`config.mk`:
```
export PLATFORM = sky130hd
export DESIGN_NAME = controle_multiciclo_param_flat
export DESIGN_NICKNAME = d
export VERILOG_FILES = /design/src/rtl/controle_multiciclo_param_if.sv /design/src/rtl/controle_multiciclo_param.sv /design/src/flat_wrapper.sv
export SDC_FILE = /design/constraint.sdc
export NUM_CORES = 1
export LEC_CHECK = 0
export CAP_MARGIN = 20
export CORE_ASPECT_RATIO = 2
export CORE_UTILIZATION = 50
export DETAILED_ROUTE_END_ITERATION = 10
export PLACE_DENSITY = 0.83
export SETUP_SLACK_MARGIN = 0.2
export SKIP_CTS_REPAIR_TIMING = 1
export SLEW_MARGIN = 20
export SYNTH_ARGS = -nofsm -noshare
export SYNTH_HDL_FRONTEND = slang
export SYNTH_SLANG_ARGS = --single-unit
```
`constraint.sdc`:
```
create_clock -name clk -period 2.6 [get_ports clk]
set_clock_uncertainty 0.15 [all_clocks]
set_input_delay 0.52 -clock clk [delete_from_list [all_inputs] [get_ports clk]]
set_output_delay 0.52 -clock clk [all_outputs]
set_load 0.01 [all_outputs]
```
`src/rtl/controle_multiciclo_param_if.sv`:
```
// Control-bus bundle between the multicycle controller and its datapath:
// instruction fields and ALU flags in, mux selects and write enables out.
interface controle_multiciclo_param_if #(
  parameter int CNT_W = 32
);
  logic [5:0]       OPCODE;
  logic [5:0]       FUNCT;
  logic [5:0]       flags;
  logic [6:0]       can_write;
  logic [1:0]       PC_source;
  logic [2:0]       Adress_source;
  logic             M_ULAA;
  logic [1:0]       M_ULAB;
  logic [2:0]       ula_op;
  logic             reg_dst;
  logic             mem_to_reg;
  logic             cause;
  logic             reset_out;
  logic [CNT_W-1:0] instr_count;

  // Datapath / instruction-register side.
  modport master (
    output OPCODE, FUNCT, flags,
    input  can_write, PC_source, Adress_source, M_ULAA, M_ULAB, ula_op,
    input  reg_dst, mem_to_reg, cause, reset_out, instr_count
  );

  // Controller side.
  modport slave (
    input  OPCODE, FUNCT, flags,
    output can_write, PC_source, Adress_source, M_ULAA, M_ULAB, ula_op,
    output reg_dst, mem_to_reg, cause, reset_out, instr_count
  );
endinterface

```
`src/rtl/controle_multiciclo_param.sv`:
```
// Multicycle MIPS-subset control FSM with configurable memory wait states,
// overflow/illegal-instruction exception path and retired-instruction counter.
module controle_multiciclo_param #(
  parameter int MEM_WAIT = 2,
  parameter int CNT_W    = 32
) (
  input  logic                  clk,
  input  logic                  reset,
  controle_multiciclo_param_if.slave bus
);

  typedef enum logic [3:0] {
    S_RST, S_FETCH, S_DECODE, S_EXEC_R, S_EXEC_I, S_WB_R, S_WB_I,
    S_MEM_ADDR, S_MEM_READ, S_WB_MEM, S_MEM_WRITE, S_BRANCH, S_JUMP, S_EXC
  } state_e;

  localparam logic [5:0] OP_R    = 6'h00;
  localparam logic [5:0] OP_ADDI = 6'h08;
  localparam logic [5:0] OP_LW   = 6'h23;
  localparam logic [5:0] OP_SW   = 6'h2B;
  localparam logic [5:0] OP_BEQ  = 6'h04;
  localparam logic [5:0] OP_BNE  = 6'h05;
  localparam logic [5:0] OP_J    = 6'h02;
  localparam logic [5:0] OP_HALT = 6'h3F;

  localparam logic [5:0] FN_ADD = 6'h20;
  localparam logic [5:0] FN_SUB = 6'h22;
  localparam logic [5:0] FN_AND = 6'h24;
  localparam logic [5:0] FN_OR  = 6'h25;
  localparam logic [5:0] FN_SLT = 6'h2A;

  localparam logic [3:0] WAIT_LAST = 4'(MEM_WAIT);

  state_e           state_q, state_d;
  logic [3:0]       cnt_q, cnt_d;
  logic             cause_q, cause_d;
  logic             ovf_q, ovf_d;
  logic [CNT_W-1:0] count_q;
  logic             retire;
  logic [2:0]       r_op;
  logic             unused_flags;

  // R-type funct -> ALU op; zero marks an unsupported funct.
  function automatic logic [2:0] r_ula_op(input logic [5:0] f);
    case (f)
      FN_ADD:  return 3'd1;
      FN_SUB:  return 3'd2;
      FN_AND:  return 3'd3;
      FN_OR:   return 3'd4;
      FN_SLT:  return 3'd7;
      default: return 3'd0;
    endcase
  endfunction

  assign r_op         = r_ula_op(bus.FUNCT);
  assign unused_flags = ^{bus.flags[5:3], bus.flags[1]};

  // NOTE: state registers use non-blocking assignments so every flop samples
  // pre-edge values; blocking here would create order-dependent simulation.
  always_ff @(posedge clk or negedge reset) begin
    if (!reset) begin
      state_q <= S_RST;
      cnt_q   <= '0;
      cause_q <= 1'b0;
      ovf_q   <= 1'b0;
      count_q <= '0;
    end else begin
      state_q <= state_d;
      cnt_q   <= cnt_d;
      cause_q <= cause_d;
      ovf_q   <= ovf_d;
      if (retire) count_q <= count_q + CNT_W'(1);
    end
  end

  assign bus.cause       = cause_q;
  assign bus.instr_count = count_q;

  always_comb begin
    // NOTE: every output and next-state value gets a default first, so no
    // path through the case statement can infer a latch.
    state_d           = state_q;
    cnt_d             = '0;
    cause_d           = cause_q;
    ovf_d             = ovf_q;
    retire            = 1'b0;
    bus.can_write     = '0;
    bus.PC_source     = 2'd0;
    bus.Adress_source = 3'd0;
    bus.M_ULAA        = 1'b0;
    bus.M_ULAB        = 2'd0;
    bus.ula_op        = 3'd0;
    bus.reg_dst       = 1'b0;
    bus.mem_to_reg    = 1'b0;
    bus.reset_out     = 1'b0;

    case (state_q)
      S_RST: begin
        bus.reset_out = 1'b1;
        state_d       = S_FETCH;
      end
      S_FETCH: begin
        bus.M_ULAB = 2'd1;
        bus.ula_op = 3'd1;
        if (cnt_q == WAIT_LAST) begin
          bus.can_write[2] = 1'b1;
          bus.can_write[0] = 1'b1;
          state_d          = S_DECODE;
        end else begin
          cnt_d = cnt_q + 4'd1;
        end
      end
      S_DECODE: begin
        // Speculative branch target (PC + imm<<2) lands in aluout.
        bus.can_write[4] = 1'b1;
        bus.can_write[5] = 1'b1;
        bus.M_ULAB       = 2'd3;
        bus.ula_op       = 3'd1;
        case (bus.OPCODE)
          OP_R: begin
            if (r_op != 3'd0) state_d = S_EXEC_R;
            else begin
              state_d = S_EXC;
              cause_d = 1'b1;
            end
          end
          OP_ADDI:       state_d = S_EXEC_I;
          OP_LW, OP_SW:  state_d = S_MEM_ADDR;
          OP_BEQ, OP_BNE: state_d = S_BRANCH;
          OP_J:          state_d = S_JUMP;
          OP_HALT:       state_d = S_RST;
          default: begin
            state_d = S_EXC;
            cause_d = 1'b1;
          end
        endcase
      end
      S_EXEC_R: begin
        bus.M_ULAA       = 1'b1;
        bus.ula_op       = r_op;
        bus.can_write[5] = 1'b1;
        ovf_d   = ((bus.FUNCT == FN_ADD) || (bus.FUNCT == FN_SUB)) && bus.flags[0];
        state_d = S_WB_R;
      end
      S_EXEC_I: begin
        bus.M_ULAA       = 1'b1;
        bus.M_ULAB       = 2'd2;
        bus.ula_op       = 3'd1;
        bus.can_write[5] = 1'b1;
        ovf_d            = bus.flags[0];
        state_d          = S_WB_I;
      end
      S_WB_R, S_WB_I: begin
        if (ovf_q) begin
          state_d = S_EXC;
          cause_d = 1'b0;
        end else begin
          bus.can_write[3] = 1'b1;
          bus.reg_dst      = (state_q == S_WB_R);
          retire           = 1'b1;
          state_d          = S_FETCH;
        end
      end
      S_MEM_ADDR: begin
        bus.M_ULAA       = 1'b1;
        bus.M_ULAB       = 2'd2;
        bus.ula_op       = 3'd1;
        bus.can_write[5] = 1'b1;
        state_d          = (bus.OPCODE == OP_SW) ? S_MEM_WRITE : S_MEM_READ;
      end
      S_MEM_READ: begin
        bus.Adress_source = 3'd1;
        if (cnt_q == WAIT_LAST) state_d = S_WB_MEM;
        else cnt_d = cnt_q + 4'd1;
      end
      S_WB_MEM: begin
        bus.can_write[3]  = 1'b1;
        bus.mem_to_reg    = 1'b1;
        bus.Adress_source = 3'd1;
        retire            = 1'b1;
        state_d           = S_FETCH;
      end
      S_MEM_WRITE: begin
        bus.Adress_source = 3'd1;
        bus.can_write[1]  = 1'b1;
        retire            = 1'b1;
        state_d           = S_FETCH;
      end
      S_BRANCH: begin
        // The ALU compares A and B this cycle, so the PC write follows zero live.
        bus.M_ULAA       = 1'b1;
        bus.ula_op       = 3'd2;
        bus.PC_source    = 2'd1;
        bus.can_write[0] = (bus.OPCODE == OP_BNE) ? !bus.flags[2] : bus.flags[2];
        retire           = 1'b1;
        state_d          = S_FETCH;
      end
      S_JUMP: begin
        bus.can_write[0] = 1'b1;
        bus.PC_source    = 2'd2;
        retire           = 1'b1;
        state_d          = S_FETCH;
      end
      S_EXC: begin
        // PC was already advanced in FETCH; EPC gets PC-4, PC gets the vector.
        bus.can_write[6] = 1'b1;
        bus.can_write[0] = 1'b1;
        bus.M_ULAB       = 2'd1;
        bus.ula_op       = 3'd2;
        bus.PC_source    = 2'd3;
        state_d          = S_FETCH;
      end
      default: state_d = S_RST;
    endcase
  end

endmodule

```
`src/flat_wrapper.sv`:
```
// flat-port wrapper written by rule: the top's interface ports become plain ports
module controle_multiciclo_param_flat 
#(
  parameter int MEM_WAIT = 2,
  parameter int CNT_W    = 32
)
  (clk, reset, bus_OPCODE, bus_FUNCT, bus_flags, bus_can_write, bus_PC_source, bus_Adress_source, bus_M_ULAA, bus_M_ULAB, bus_ula_op, bus_reg_dst, bus_mem_to_reg, bus_cause, bus_reset_out, bus_instr_count);
  controle_multiciclo_param_if #(.CNT_W(CNT_W)) bus_i ();
  input  logic clk;
  input  logic reset;
  input wire logic [$bits(bus_i.OPCODE)-1:0] bus_OPCODE;
  input wire logic [$bits(bus_i.FUNCT)-1:0] bus_FUNCT;
  input wire logic [$bits(bus_i.flags)-1:0] bus_flags;
  output wire logic [$bits(bus_i.can_write)-1:0] bus_can_write;
  output wire logic [$bits(bus_i.PC_source)-1:0] bus_PC_source;
  output wire logic [$bits(bus_i.Adress_source)-1:0] bus_Adress_source;
  output wire logic [$bits(bus_i.M_ULAA)-1:0] bus_M_ULAA;
  output wire logic [$bits(bus_i.M_ULAB)-1:0] bus_M_ULAB;
  output wire logic [$bits(bus_i.ula_op)-1:0] bus_ula_op;
  output wire logic [$bits(bus_i.reg_dst)-1:0] bus_reg_dst;
  output wire logic [$bits(bus_i.mem_to_reg)-1:0] bus_mem_to_reg;
  output wire logic [$bits(bus_i.cause)-1:0] bus_cause;
  output wire logic [$bits(bus_i.reset_out)-1:0] bus_reset_out;
  output wire logic [$bits(bus_i.instr_count)-1:0] bus_instr_count;
  assign bus_i.OPCODE = bus_OPCODE;
  assign bus_i.FUNCT = bus_FUNCT;
  assign bus_i.flags = bus_flags;
  assign bus_can_write = bus_i.can_write;
  assign bus_PC_source = bus_i.PC_source;
  assign bus_Adress_source = bus_i.Adress_source;
  assign bus_M_ULAA = bus_i.M_ULAA;
  assign bus_M_ULAB = bus_i.M_ULAB;
  assign bus_ula_op = bus_i.ula_op;
  assign bus_reg_dst = bus_i.reg_dst;
  assign bus_mem_to_reg = bus_i.mem_to_reg;
  assign bus_cause = bus_i.cause;
  assign bus_reset_out = bus_i.reset_out;
  assign bus_instr_count = bus_i.instr_count;
  controle_multiciclo_param #(.MEM_WAIT(MEM_WAIT), .CNT_W(CNT_W)) u_core (.clk(clk), .reset(reset), .bus(bus_i));
endmodule
```
Yosys cells after proc, flatten, opt, wreduce, memory -nomap -nowiden
Cells that the tools add are included.
{"block": "totals", "reg_bits": 42, "in_bits": 20, "out_inout_bits": 54, "word_cells": 98}
{"block": "classes", "addsub": 2, "n_eq_ne": 31, "mux": 35, "n_reduce_logical": 25}
{"operator": "equality test 6 bit, second input constant", "count": 8}
{"operator": "adder 32 x 1 -> 32 bit, second input constant", "count": 1}
{"operator": "one-hot mux 4 bit (8 select lines)", "count": 1}
{"operator": "equality test 4 bit, second input constant", "count": 6}
{"operator": "2-to-1 mux 4 bit", "count": 6}
{"operator": "one-hot mux 4 bit (6 select lines)", "count": 1}
{"operator": "equality test 4 x 3 -> 1 bit, second input constant", "count": 4}
{"operator": "2-to-1 mux 1 bit", "count": 16}
{"operator": "OR reduction 2 bit", "count": 8}
{"operator": "OR reduction 4 bit", "count": 4}
{"operator": "one-hot mux 3 bit (5 select lines)", "count": 1}
{"operator": "equality test 4 x 2 -> 1 bit, second input constant", "count": 3}
{"operator": "equality test 6 x 3 -> 1 bit, second input constant", "count": 2}
{"operator": "one-hot mux 2 bit (3 select lines)", "count": 2}
{"operator": "one-hot mux 1 bit (2 select lines)", "count": 5}
{"operator": "one-hot mux 3 bit (3 select lines)", "count": 1}
{"operator": "OR reduction 7 bit", "count": 1}
{"operator": "equality test 6 x 2 -> 1 bit, second input constant", "count": 1}
{"operator": "equality test 6 x 4 -> 1 bit, second input constant", "count": 1}
{"operator": "logical NOT 6 bit", "count": 1}
{"operator": "!= test 2 x 1 -> 1 bit, second input constant", "count": 3}
{"operator": "OR reduction 6 bit", "count": 1}
{"operator": "adder 4 x 1 -> 4 bit, second input constant", "count": 1}
{"operator": "equality test 4 x 1 -> 1 bit, second input constant", "count": 1}
{"operator": "13 further kinds", "count": 14}

Longest topological paths before layout
Gate-level depths: netlist of run 1.
{"block": "logic_depth", "depth_word": 6, "ltp_mapped": 7, "ltp_nobuf": 6}

Least setup slack after synthesis of run 1
Ideal clock, no wire load.
{"block": "synth_timing", "kind": "input -> output", "start": "input bus_OPCODE[3]", "end": "output bus_can_write[0]", "arrival_ps": 1483, "required_ps": 1930, "path_slack_ps": 447, "cell_stages": 5, "n_path_buf": 0, "cell_sequence": "nor3_1 nand3_1 xnor2_1 a31oi_1 o32ai_1"}
{"block": "synth_via", "elab_chain_cells": 3}
{"element": "from (decl)", "line": "flat_wrapper.sv:11", "text": "input wire logic [$bits(bus_i.OPCODE)-1:0] bus_OPCODE;"}
{"element": "equality test 6 x 3 -> 1 bit", "line": "controle_multiciclo_param.sv:194", "text": "bus.can_write[0] = (bus.OPCODE == OP_BNE) ? !bus.flags[2] : bus.flags[2];"}
{"element": "2-to-1 mux 1 bit", "line": "controle_multiciclo_param.sv:194"}
{"element": "one-hot mux 1 bit (3 select lines)", "line": "controle_multiciclo_param.sv:97", "text": "case (state_q)"}
{"element": "to (decl)", "line": "flat_wrapper.sv:14", "text": "output wire logic [$bits(bus_i.can_write)-1:0] bus_can_write;"}
No other way between the ends.

Worst setup path in the final report of run 1
{"block": "layout_timing", "start": "input bus_OPCODE[5]", "end": "output bus_can_write[0]"}
The elaborated chain is that of the path after synthesis.

==> results.cfg, run 1 <==
[floorplan]
die_w_um = 53.1
coreArea_um2 = 4950
rows = 36
ios = 74
start_util_pct = 52.7
die_y_um = 104
die_area_um2 = 5530

[worst_setup_path]
critical_path_arrival_ns = 1.79
cp-end-kind = output pin
cp-startpoint = bus_OPCODE[5]
required_ns = 1.93
regToRegSetupSlack_ns = 0.54
crit_path_end = bus_can_write[0]
reg2reg_to = u_core.bus.instr_count[27]
cp_top_family = compound AO/OA/AOI/OAI gates
cp-start-kind = primary input
crit_buf_inv = 2
slowest_delay_ns = 0.28
worstPathCellList = dlymetal6s2s_1, nor3_2, nand3_2, xnor2_2, a31oi_1, o32ai_1, buf_2
slowest_stage = o32ai_1
path_class = primary input to output pin
r2r-start = u_core.state_q[1]
path_depth = 7
cp_max_fo = 2
reg2reg_depth = 6

[logic_synthesis]
yosysWarnings = 0
netlist_instances = 268
ys_ff_latch = 42
async_flop_share_pct = 100
syn-cell-area_um2 = 2610
ys_types = 55
ys_seq_area_share_pct = 40.3
syn_avg_cell_area_um2 = 9.73
synth_top_flop_cell = dfrtp_1
synth-edff-count = 0

[power_and_ir_drop]
ir_worst_vdd_mv = 0.724
power_mw = 2.59
p_per_area_nw_per_um2 = 693
p_leak_nw = 1.87

[clock_tree]
cts-root-buf = clkbuf_8
path_clk_slew_ns = 0.07
insertion_delay_ns = 0.30
cts_buffers = 5
clk_path_buf_depth = 2
cts.sinks = 42
tritoncts = yes
htreeDepth = 2

[sta]
setup_viol = 0
finalCritPeriodShare_pct = 94.8
fmax_ghz = 0.406
min_period_ns = 2.46
fin_ws_ns = 0.136
hold_viol_final = 0
rsz0062_at_grt = yes
drv_slew = 0

[routing]
first_pass_iters = 4
routedWlPerCell_um = 16.3
drc = 0
wirelength_um = 6810
drtAntennaViolNets = 0
dr_total_vias = 2415
drtIter0Drc = 76
viasPerCell = 5.78

[placed_design]
dp_hpwl_um = 5050
port-buffer-count = 67
place_congestion = 0.885
place_ws_ns = -0.579
dp.cells = 407

[layout]
area_growth_pct = 43.2
nets = 382
multiInputGateArea_um2 = 1560
fill_cells = 357
fin_cells = 418
final_cell_mix = 42 x dfrtp_1, 37 x clkdlybuf4s50_1, 29 x xnor2_1
seqCellArea_um2 = 1050
fin_util_pct = 75.4
final_common_cell = dfrtp_1
drive_above_1_share_pct = 22.2
antennaDiodeCount = 0

[global_route]
grt_pass1_vias = 2426
track_usage_pct = 25.6
grt_antenna_before_repair = 0
grt_pass1_wl_um = 10500
grt_overflow_total = 0
grt_start_max_net_pins = 21

[hold_path]
hp-class = flop to flop

[run]
maxCapViolations = 0

[status]
status = completed
[cells by family after synthesis]
family	synth area share [%]
and+or+nand+nor	26.4
xor gates and xnor gates	12.8
muxes	0.815
DFF	40.3
buffers and inverters	3.55
adders and majority gates	0.863
AOI/OAI and AO/OA	15.2
other	0.144
[cells in the mapped netlist, drive strengths merged (5+ instances only)]
library cell	n	area share, %
nor2	18	2.6
clkbuf	7	1.0
nor2b	5	1.2
buf	6	1.8
o211ai	5	1.4
o21ai	6	1.6
xnor2	30	10
nand2	22	3.5
nor3	9	1.7
inv	5	0.72
a21oi	12	2.3
a31oi	5	2.4
dfrtp	42	40
xor2	8	2.7
nand3	16	3.7
and3	11	2.6
nand4	12	2.9
[sequential cells by signal, summed over array words and instances (netlist names)]
signal,flops
u_core.bus.instr_count,32
u_core.state_q,4
u_core.bus.cause,1
u_core.ovf_q,1
u_core.cnt_q,4
[worst min-delay path by stage]
stage / from / endpoint / slack (ns) / depth (start not counted)
after floorplan: reset / u_core.bus.cause / 0.07 / 0
after global placement: reset / u_core.bus.instr_count[7] / 0.26 / 1
after detailed placement: reset / u_core.bus.instr_count[6] / 0.27 / 1
after CTS: reset / u_core.bus.instr_count[6] / -0.05 / 1
after global routing: u_core.bus.cause / u_core.bus.cause / 0.36 / 2
final: u_core.bus.cause / u_core.bus.cause / 0.34 / 2
[final cells by class]
type                            instances  area share (%)
Clock buffer                            5            1.84
Clock inverter                          2           0.268
Inverter                                5           0.603
Multi-Input combinational cell        209            41.8
Sequential cell                        42            28.1
Tap cell                               57            1.91
Timing Repair Buffer                   98            25.4
[through the flow]
step,cell area (µm²),hold slack (ns),TNS [ns]
3_5_place_dp,3490,0.271,-1.84
2_1_floorplan,2610,0.0744,0
6_report,3730,0.336,0
4_1_cts,3570,-0.0536,-2.26
3_3_place_gp,3490,0.263,-1.57
5_1_grt,3730,0.358,0
[power by group]
part           internal [mW]  switching [mW]
Combinational          0.626           0.693
Clock                  0.180           0.218
Sequential             0.747           0.126
[worst register-to-register path: cells and delay by family, from the launching register on]
family,cells,cell delay (ns)
XOR/XNOR,1,0.14
flip-flops,1,0.44
buffers and inverters,1,0.19
AND/OR/NAND/NOR,2,0.48
AO/OA/AOI/OAI,2,0.55
[metal layers]
layer | vias up | part of all wire (%) | global-route usage [%]
li1 | 1147 | - | -
met1 | 1147 | 35 | 23.3
met2 | 96 | 56 | 47.0
met3 | 25 | 3.1 | 4.53
met4 | 0 | 5.1 | 17.3
met5 | - | 0 | 0
No activity file was read; power rests on OpenSTA's default activity.
==> run 2, diff against run 1 <==
--- a/config.mk
+++ b/config.mk
@@ -12,7 +12,6 @@
 export PLACE_DENSITY = 0.83
 export SETUP_SLACK_MARGIN = 0.2
 export SKIP_CTS_REPAIR_TIMING = 1
-export SLEW_MARGIN = 20
 export SYNTH_ARGS = -nofsm -noshare
 export SYNTH_HDL_FRONTEND = slang
 export SYNTH_SLANG_ARGS = --single-unit
==> results of run 2 <==
The final DEF is identical to that of run 1; final timing and power are the same.
